<file path="src/rtl/delta_layer_sequencer.sv">
// Walks a table of per-layer descriptors in DRAM and drives the Delta_controller one layer at a time.
// Define DELTA_SEQ_PERF_EN to build the last-layer and total busy-cycle counters.
module delta_layer_sequencer #(
  parameter int unsigned DESC_WORDS   = 12,
  parameter int unsigned MAX_LAYERS_W = 8
) (
  input  logic                    clock,
  input  logic                    reset,
  input  logic                    host_start,
  input  logic [31:0]             desc_base,
  input  logic [MAX_LAYERS_W-1:0] layer_count,
  output logic                    busy,
  output logic                    all_done,
  output logic                    err,
  output logic [MAX_LAYERS_W-1:0] layers_done,
  output logic                    dram_owner,
  output logic                    DRAM_Read,
  output logic [31:0]             DRAM_Address,
  input  logic [31:0]             DRAM_ReadData,
  input  logic                    DRAM_DataReady,
  output logic                    start,
  input  logic                    ack,
  input  logic                    done,
  output logic [15:0]             IC_Num,
  output logic [15:0]             OC_Num,
  output logic [15:0]             RC_Size,
  output logic [15:0]             ORC_Size,
  output logic [3:0]              kernel_size,
  output logic [2:0]              stride,
  output logic [15:0]             weight_delta_len,
  output logic [15:0]             weight_num_len,
  output logic [15:0]             idx_delta_len,
  output logic                    load_input,
  output logic                    store_output,
  output logic [31:0]             weight_start_address,
  output logic [31:0]             weight_idx_start_offset,
  output logic [31:0]             weight_unique_start_offset,
  output logic [31:0]             weight_repetition_start_offset,
  output logic [31:0]             bias_start_address,
  output logic [31:0]             input_start_address,
  output logic [31:0]             output_start_address,
  output logic [31:0]             last_layer_cycles,
  output logic [31:0]             total_cycles
);

  localparam int unsigned IdxW        = (DESC_WORDS > 1) ? $clog2(DESC_WORDS) : 1;
  localparam int          ShadowWords = 12;

  localparam logic [2:0] StIdle      = 3'd0;
  localparam logic [2:0] StFetchReq  = 3'd1;
  localparam logic [2:0] StFetchWait = 3'd2;
  localparam logic [2:0] StCheck     = 3'd3;
  localparam logic [2:0] StStart     = 3'd4;
  localparam logic [2:0] StRun       = 3'd5;
  localparam logic [2:0] StNext      = 3'd6;
  localparam logic [2:0] StFinish    = 3'd7;

  logic [2:0]              state_q, state_d;
  logic [31:0]             desc_ptr_q;
  logic [IdxW-1:0]         word_idx_q;
  logic [MAX_LAYERS_W-1:0] count_q;
  logic [31:0]             shadow_q [ShadowWords];
  logic [MAX_LAYERS_W-1:0] layers_next;
  logic                    last_word;
  logic                    desc_bad;
  logic                    run_last;
  logic                    unused_shadow;

  assign last_word   = word_idx_q == IdxW'(DESC_WORDS - 1);
  assign layers_next = layers_done + MAX_LAYERS_W'(1);
  assign desc_bad    = (shadow_q[0][15:0] == '0) || (shadow_q[0][31:16] == '0) ||
                       (shadow_q[2][3:0] == '0) || (shadow_q[2][6:4] == '0);
  // layer_count of 0 means the descriptor's last bit alone ends the run
  assign run_last    = shadow_q[2][31] || ((count_q != '0) && (layers_next == count_q));

  // Reserved descriptor bits are fetched but carry no meaning here.
  assign unused_shadow = ^{shadow_q[2][30:10], shadow_q[2][7], shadow_q[4][31:16]};

  assign busy         = (state_q != StIdle) && (state_q != StFinish);
  assign all_done     = state_q == StFinish;
  assign dram_owner   = (state_q == StFetchReq) || (state_q == StFetchWait);
  assign DRAM_Read    = dram_owner;
  assign DRAM_Address = desc_ptr_q + (32'(word_idx_q) << 2);
  assign start        = state_q == StStart;

  always_comb begin
    state_d = state_q;
    unique case (state_q)
      StIdle:      if (host_start) state_d = StFetchReq;
      StFetchReq,
      StFetchWait: begin
        if (DRAM_DataReady) state_d = last_word ? StCheck : StFetchReq;
        else                state_d = StFetchWait;
      end
      StCheck:     state_d = desc_bad ? StFinish : StStart;
      StStart:     if (ack) state_d = StRun;
      StRun:       if (done) state_d = StNext;
      StNext:      state_d = run_last ? StFinish : StFetchReq;
      StFinish:    state_d = StIdle;
      default:     state_d = StIdle;
    endcase
  end

  always_ff @(posedge clock) begin
    if (reset) begin
      state_q                        <= StIdle;
      desc_ptr_q                     <= '0;
      word_idx_q                     <= '0;
      count_q                        <= '0;
      err                            <= 1'b0;
      layers_done                    <= '0;
      for (int i = 0; i < ShadowWords; i++) shadow_q[i] <= '0;
      IC_Num                         <= '0;
      OC_Num                         <= '0;
      RC_Size                        <= '0;
      ORC_Size                       <= '0;
      kernel_size                    <= '0;
      stride                         <= '0;
      load_input                     <= 1'b0;
      store_output                   <= 1'b0;
      weight_delta_len               <= '0;
      weight_num_len                 <= '0;
      idx_delta_len                  <= '0;
      weight_start_address           <= '0;
      weight_idx_start_offset        <= '0;
      weight_unique_start_offset     <= '0;
      weight_repetition_start_offset <= '0;
      bias_start_address             <= '0;
      input_start_address            <= '0;
      output_start_address           <= '0;
    end else begin
      state_q <= state_d;
      case (state_q)
        StIdle: begin
          if (host_start) begin
            desc_ptr_q  <= desc_base;
            count_q     <= layer_count;
            layers_done <= '0;
            err         <= 1'b0;
            word_idx_q  <= '0;
          end
        end
        StFetchReq,
        StFetchWait: begin
          if (DRAM_DataReady) begin
            for (int i = 0; i < ShadowWords; i++) begin
              if (int'(word_idx_q) == i) shadow_q[i] <= DRAM_ReadData;
            end
            if (!last_word) word_idx_q <= word_idx_q + IdxW'(1);
          end
        end
        StCheck: begin
          if (desc_bad) begin
            err <= 1'b1;
          end else begin
            IC_Num                         <= shadow_q[0][15:0];
            OC_Num                         <= shadow_q[0][31:16];
            RC_Size                        <= shadow_q[1][15:0];
            ORC_Size                       <= shadow_q[1][31:16];
            kernel_size                    <= shadow_q[2][3:0];
            stride                         <= shadow_q[2][6:4];
            load_input                     <= shadow_q[2][8];
            store_output                   <= shadow_q[2][9];
            weight_delta_len               <= shadow_q[3][15:0];
            weight_num_len                 <= shadow_q[3][31:16];
            idx_delta_len                  <= shadow_q[4][15:0];
            weight_start_address           <= shadow_q[5];
            weight_idx_start_offset        <= shadow_q[6];
            weight_unique_start_offset     <= shadow_q[7];
            weight_repetition_start_offset <= shadow_q[8];
            bias_start_address             <= shadow_q[9];
            input_start_address            <= shadow_q[10];
            output_start_address           <= shadow_q[11];
          end
        end
        StNext: begin
          layers_done <= layers_next;
          if (!run_last) begin
            desc_ptr_q <= desc_ptr_q + 32'(4 * DESC_WORDS);
            word_idx_q <= '0;
          end
        end
        default: ;
      endcase
    end
  end

`ifdef DELTA_SEQ_PERF_EN
  logic [31:0] layer_cyc_q;

  // Layer count spans START entry through the done cycle; both counters saturate.
  always_ff @(posedge clock) begin
    if (reset) begin
      layer_cyc_q       <= '0;
      last_layer_cycles <= '0;
      total_cycles      <= '0;
    end else begin
      if (state_q == StCheck) begin
        layer_cyc_q <= '0;
      end else if (((state_q == StStart) || (state_q == StRun)) && (layer_cyc_q != '1)) begin
        layer_cyc_q <= layer_cyc_q + 32'd1;
      end
      if (state_q == StNext) last_layer_cycles <= layer_cyc_q;
      if ((state_q == StIdle) && host_start) begin
        total_cycles <= '0;
      end else if (busy && (total_cycles != '1)) begin
        total_cycles <= total_cycles + 32'd1;
      end
    end
  end
`else
  assign last_layer_cycles = '0;
  assign total_cycles      = '0;
`endif

endmodule
</file>
<file path="config.mk">
export PLATFORM = sky130hd
export DESIGN_NAME = delta_layer_sequencer
export DESIGN_NICKNAME = d
export VERILOG_FILES = /design/src/rtl/delta_layer_sequencer.sv
export SDC_FILE = /design/constraint.sdc
export NUM_CORES = 1
export LEC_CHECK = 0
export CAP_MARGIN = 20
export CORE_MARGIN = 1
export CORE_UTILIZATION = 52
export CTS_BUF_LIST = sky130_fd_sc_hd__clkbuf_16
export DETAILED_ROUTE_END_ITERATION = 16
export GPL_TIMING_DRIVEN = 0
export PLACE_DENSITY = 0.79
export SYNTH_ARGS = -nofsm -noshare
export SYNTH_HDL_FRONTEND = slang
export SYNTH_SLANG_ARGS = --single-unit
</file>
<file path="constraint.sdc">
create_clock -name clock -period 3.8 [get_ports clock]
set_clock_uncertainty 0.2 [all_clocks]
set_input_delay 0.38 -clock clock [delete_from_list [all_inputs] [get_ports clock]]
set_output_delay 0.38 -clock clock [all_outputs]
set_load 0.02 [all_outputs]
</file>
Word-level counts from Yosys, hierarchy flattened
Memories as Yosys holds them, arrays and structs flattened. A register that Yosys moved wholly into a read port is not among the register bits.
Cells that the tools add are included.
- add/sub/neg operators: 4
- multipliers: 0
- divide/modulo/power cells: 0
- $lt $le $gt $ge: 0
- equality and inequality tests: 28
- shift-type cells: 0
- muxes and demuxes: 95
- bitwise gates (word level): 13
- reductions and logical operators: 26
- operator list (operator ; number):
    $mux 32 ; 14
    $mux 1 ; 64
    $pmux 32 s2 ; 1
    $eq 4x4->1 const B ; 9
    $add 32x6->32 ; 1
    $add 32x6->32 const B ; 1
    $logic_not 16->1 ; 2
    $pmux 3 s7 ; 1
    $mux 4 ; 4
    $pmux 8 s2 ; 1
    $eq 3x3->1 const B ; 4
    $mux 3 ; 4
    $ne 2x2->1 const B ; 6
    $or 1x1->1 ; 12
    $pmux 4 s3 ; 1
    $reduce_and 3->1 ; 3
    $add 8x1->8 const B ; 1
    $eq 4x3->1 const B ; 2
    $eq 8x8->1 ; 1
    $logic_not 4->1 ; 2
    $mux 8 ; 1
    $reduce_bool 8->1 ; 1
    $eq 3x2->1 const B ; 2
    $logic_not 3->1 ; 2
    15 further kinds ; 26
- register bits: 97
- bits in latches: 0
- memory bits (writable): 384
- memory bits (read-only): 0
- input port bits: 78
- logic and storage cells: 179
- memories: 1
- memories (memory ; depth ; width ; rd ports ; clocked after Yosys merged registers in ; write ports ; RTL line ; source):
    shadow_q ; 12 ; 32 ; 12 ; 10 ; 12 ; 62 ; logic [31:0] shadow_q [ShadowWords];

Depth between registers and ports, before layout
- depth in word-level cells: 7
- depth in mapped cells: 10
- mapped depth without buffers: 10

Least setup slack after synthesis
OpenSTA, ideal clock, no wires.
- kind: flip-flop to flip-flop
- start point: reg state_q[0]
- end point: mem shadow_q[3][0] (enable)
- library setup time: 0.389 ns
- data arrival time: 2.489 ns
- slack: 0.721 ns
- stages on the path, launching flop included: 8
- path buffers: 2
- path through: dfxtp_1 clkbuf_1 nand2_1 a21o_1 nor4b_2 nand2_1 clkbuf_1 nand2_1
- RTL lines (what ; RTL line ; source):
    start, declared ; 58 ; logic [2:0] state_q, state_d;
    start signal, assigned ; 106 ; state_q <= StIdle;
    start signal, assigned ; 132 ; state_q <= state_d;
    end, declared ; 62 ;

Worst setup path in the final report
- start point: reg desc_ptr_q[2]
- end point: out DRAM_Address[8]
- word-level cells in the longest chain between the ends: 1
- RTL lines (what ; RTL line ; source):
    start, declared ; 59 ; logic [31:0] desc_ptr_q;
    start signal, assigned ; 136 ; desc_ptr_q <= desc_base;
    start signal, assigned ; 179 ; desc_ptr_q <= desc_ptr_q + 32'(4 * DESC_WORDS);
    $add 32x6->32 ; 83 ; assign DRAM_Address = desc_ptr_q + (32'(word_idx_q) << 2);
    end, declared ; 18 ; output logic [31:0] DRAM_Address,
Every way passes these cells.

==> results.ini <==
[min_path]
hp-class=in -> reg

[clocking]
clockBufferDepth=3
clkLatencyLatePin_ns=0.62
cts_hold_buffers=0
clock_sinks=747
tritoncts=built
cts_inserted_buffers=76
root_buffer=clkbuf_16
htreeDepth=3
clk_pin_slew_ns=0.06

[critical_path]
slowest_stage=clkdlybuf4s50_1
path_buf_inv=3
cp_cell_sequence=ha_1, inv_1, fa_1, inv_1, a21oi_1, o21bai_2, nor2b_4, xor2_1, clkdlybuf4s50_1
max_stage_delay_ns=0.66
cp_max_fo=3
critPathMostFrequentCell=inv_1
worstSetupPathType=reg -> out
end_kind=primary output
cp_data_required_time_ns=3.22
path_delay_family=buffers and inverters
worstSetupStartpointType=register
arrival_ns=3.10

[timing]
hold_violations=0
slew_violations=0
worst_slew_pin_slew_ns=1.22
setup_viol=0
rsz0062_at_grt=false
fmax_mhz=272
period_minus_slack_ns=3.68
relSlewSlack=0.184
whs_ns=0.120
period_share=0.968

[die]
fp.dieH_um=235
dieArea_um2=55100
fp.coreArea_um2=53100
rows=84
die_w_um=235
pin_count=533
floorplan.initialDensity=0.531

[placed_design]
gp_congestion=0.954
hpwl_um=65800
io_buffers=468

[grt]
antenna_found_initial=2
grt_pass1_wl_um=137000
grt-ovfl-total=0
grt_pass1_vias=22048
grt_usage=0.336
grt_max_degree=33

[logic_synthesis]
synthArstFlopShare=0
synth.distinct_cells=59
synth_flop_cell=dfxtp_1
syn_avg_cell_area_um2=9.75
ys_ff_latch=747
yosys_warnings=0
synthTopCellsByArea=edfxtp_1 (37%), dfxtp_1 (29%), nand2_1 (11%)
syn_inst=2887
synth_seq_area_share=0.654
synth-edff-count=346
synth_top_area_share=0.369
synth_area_um2=28200
synth_area_leader_cell=edfxtp_1

[power]
pwr-share-seq=0.504
ir_drop_mv=0.325
p_clk_frac=0.431
power.net_switching_uw=4060
swShare=0.234
p_leak_uw=0.0133
internal_power_uw=13300
power.density_nw_per_um2=470
comb_power_share=0.065

[routing]
via_count=23557
first_iter_violations=2310
wire_per_inst_um=22.1
vias_per_cell=5.52
drt-total-wl_um=94200
first_pass_iters=8
drc=0
postRouteAntennaNets=0

[layout]
final_cell_mix=nand2_1 (824), clkdlybuf4s50_1 (449), a21oi_1 (422), dfxtp_1 (400), edfxtp_1 (346)
final_common_cell=nand2_1
fin_util=0.696
area_growth_pct=31.1
nets=3605
layout-drive-gt1-share=0.0732
antenna_cells=0

[flow_run]
drv_cap=0

[status]
run_status=complete, no violations

## cells in the mapped netlist, types with 3 or more instances
cell type,number
nand3_1,18
nor4_1,14
o32ai_1,15
and2_1,4
inv_1,46
a21oi_1,423
xnor2_1,25
edfxtp_1,346
and3_1,13
buf_2,29
nand4_1,11
a211oi_1,5
xor2_1,14
ha_1,10
nor2_1,329
nor3_1,25
a21o_1,6
nand3b_1,4
nand2b_1,6
or2_2,4
nand2_1,831
o31ai_1,3
o21ai_0,24
clkbuf_1,160
buf_1,6
dfxtp_1,401
buf_4,68
nand4b_1,3
## metrics by stage
stage                     cells  power, uW  instance area [um^2]  setup TNS, ns  worst slack, ns
after floorplan            2950       9470                 28400              0            0.721
after global placement     4106       9960                 33900         -82.03           -0.402
after detailed placement   4123      10000                 34300          -3.26           -0.120
after CTS                  4265      17300                 36800       -0.00697         -0.00697
after global routing       4268      17800                 36900              0          0.00279
final                      4268      17400                 36900              0            0.123
## final cells by class
cell class              count  area, um^2
flip-flops and latches    747       18400
fillers                  3905       16200
multi-input cells        1891        8590
repair buffers            488        5090
clock buffers              80        2000
plain buffers             265        1300
well taps                 688         861
clock inverters            62         480
inverters                  47         176
## cells by family after synthesis
kind of cell / share of synthesized area
muxes: 0.000711
AOI/OAI and AO/OA: 0.0954
adders and majority gates: 0.00515
DFF: 0.654
and+or+nand+nor: 0.180
xor gates and xnor gates: 0.0121
buffers and inverters: 0.0522
other: 0.000133
## tightest hold or removal path, cell delays in order
cell,delay (ns)
clkdlybuf4s50_1,0.40
nand2_1,0.06
a21oi_1,0.05
## path summary, 6_finish.rpt
check                                      from                            endpoint  slack, ns  depth (start not counted)
max                               desc_ptr_q[2]                     DRAM_Address[8]       0.12                          9
min                                desc_base[0]                       desc_ptr_q[0]       0.12                          3
max reg2reg                          state_q[0]                     shadow_q[5][28]       0.18                          8
min reg2reg  weight_repetition_start_offset[12]  weight_repetition_start_offset[12]       0.25                          2
## per-layer routing
metal,GRT usage,vias to the layer above,part of all wire
met5,0,-,0.00030
met4,0.142,4,0.041
met3,0.0795,222,0.11
met2,0.550,1346,0.48
met1,0.427,11223,0.37
li1,-,10762,-
## power by group through the flow
stage | Sequential, uW | Combinational, uW | Clock, uW
global placement | 8920 | 1040 | 0
finish | 8760 | 1120 | 7490
floorplan | 8900 | 570 | 0
detailed placement | 8920 | 1100 | 0
CTS | 8750 | 1100 | 7490
global route | 8770 | 1180 | 7800
## state kept, by name, summed over array words and instances, names as in the netlist, 3 cells and up
signal / count
shadow_q: 346
bias_start_address: 32
desc_ptr_q: 32
input_start_address: 32
output_start_address: 32
weight_idx_start_offset: 32
weight_repetition_start_offset: 32
weight_start_address: 32
weight_unique_start_offset: 32
IC_Num: 16
OC_Num: 16
ORC_Size: 16
RC_Size: 16
idx_delta_len: 16
weight_delta_len: 16
weight_num_len: 16
count_q: 8
layers_done: 8
kernel_size: 4
word_idx_q: 4
state_q: 3
stride: 3
## what timing repair did
action / in CTS / in global routing
setup buffers: 0 / 1
cloned: 0 / 0
setup endpoints to repair: 19 / 179
gates resized for setup: 23 / 32
pin swaps: 0 / 2
(Power assumes the default switching activity.)
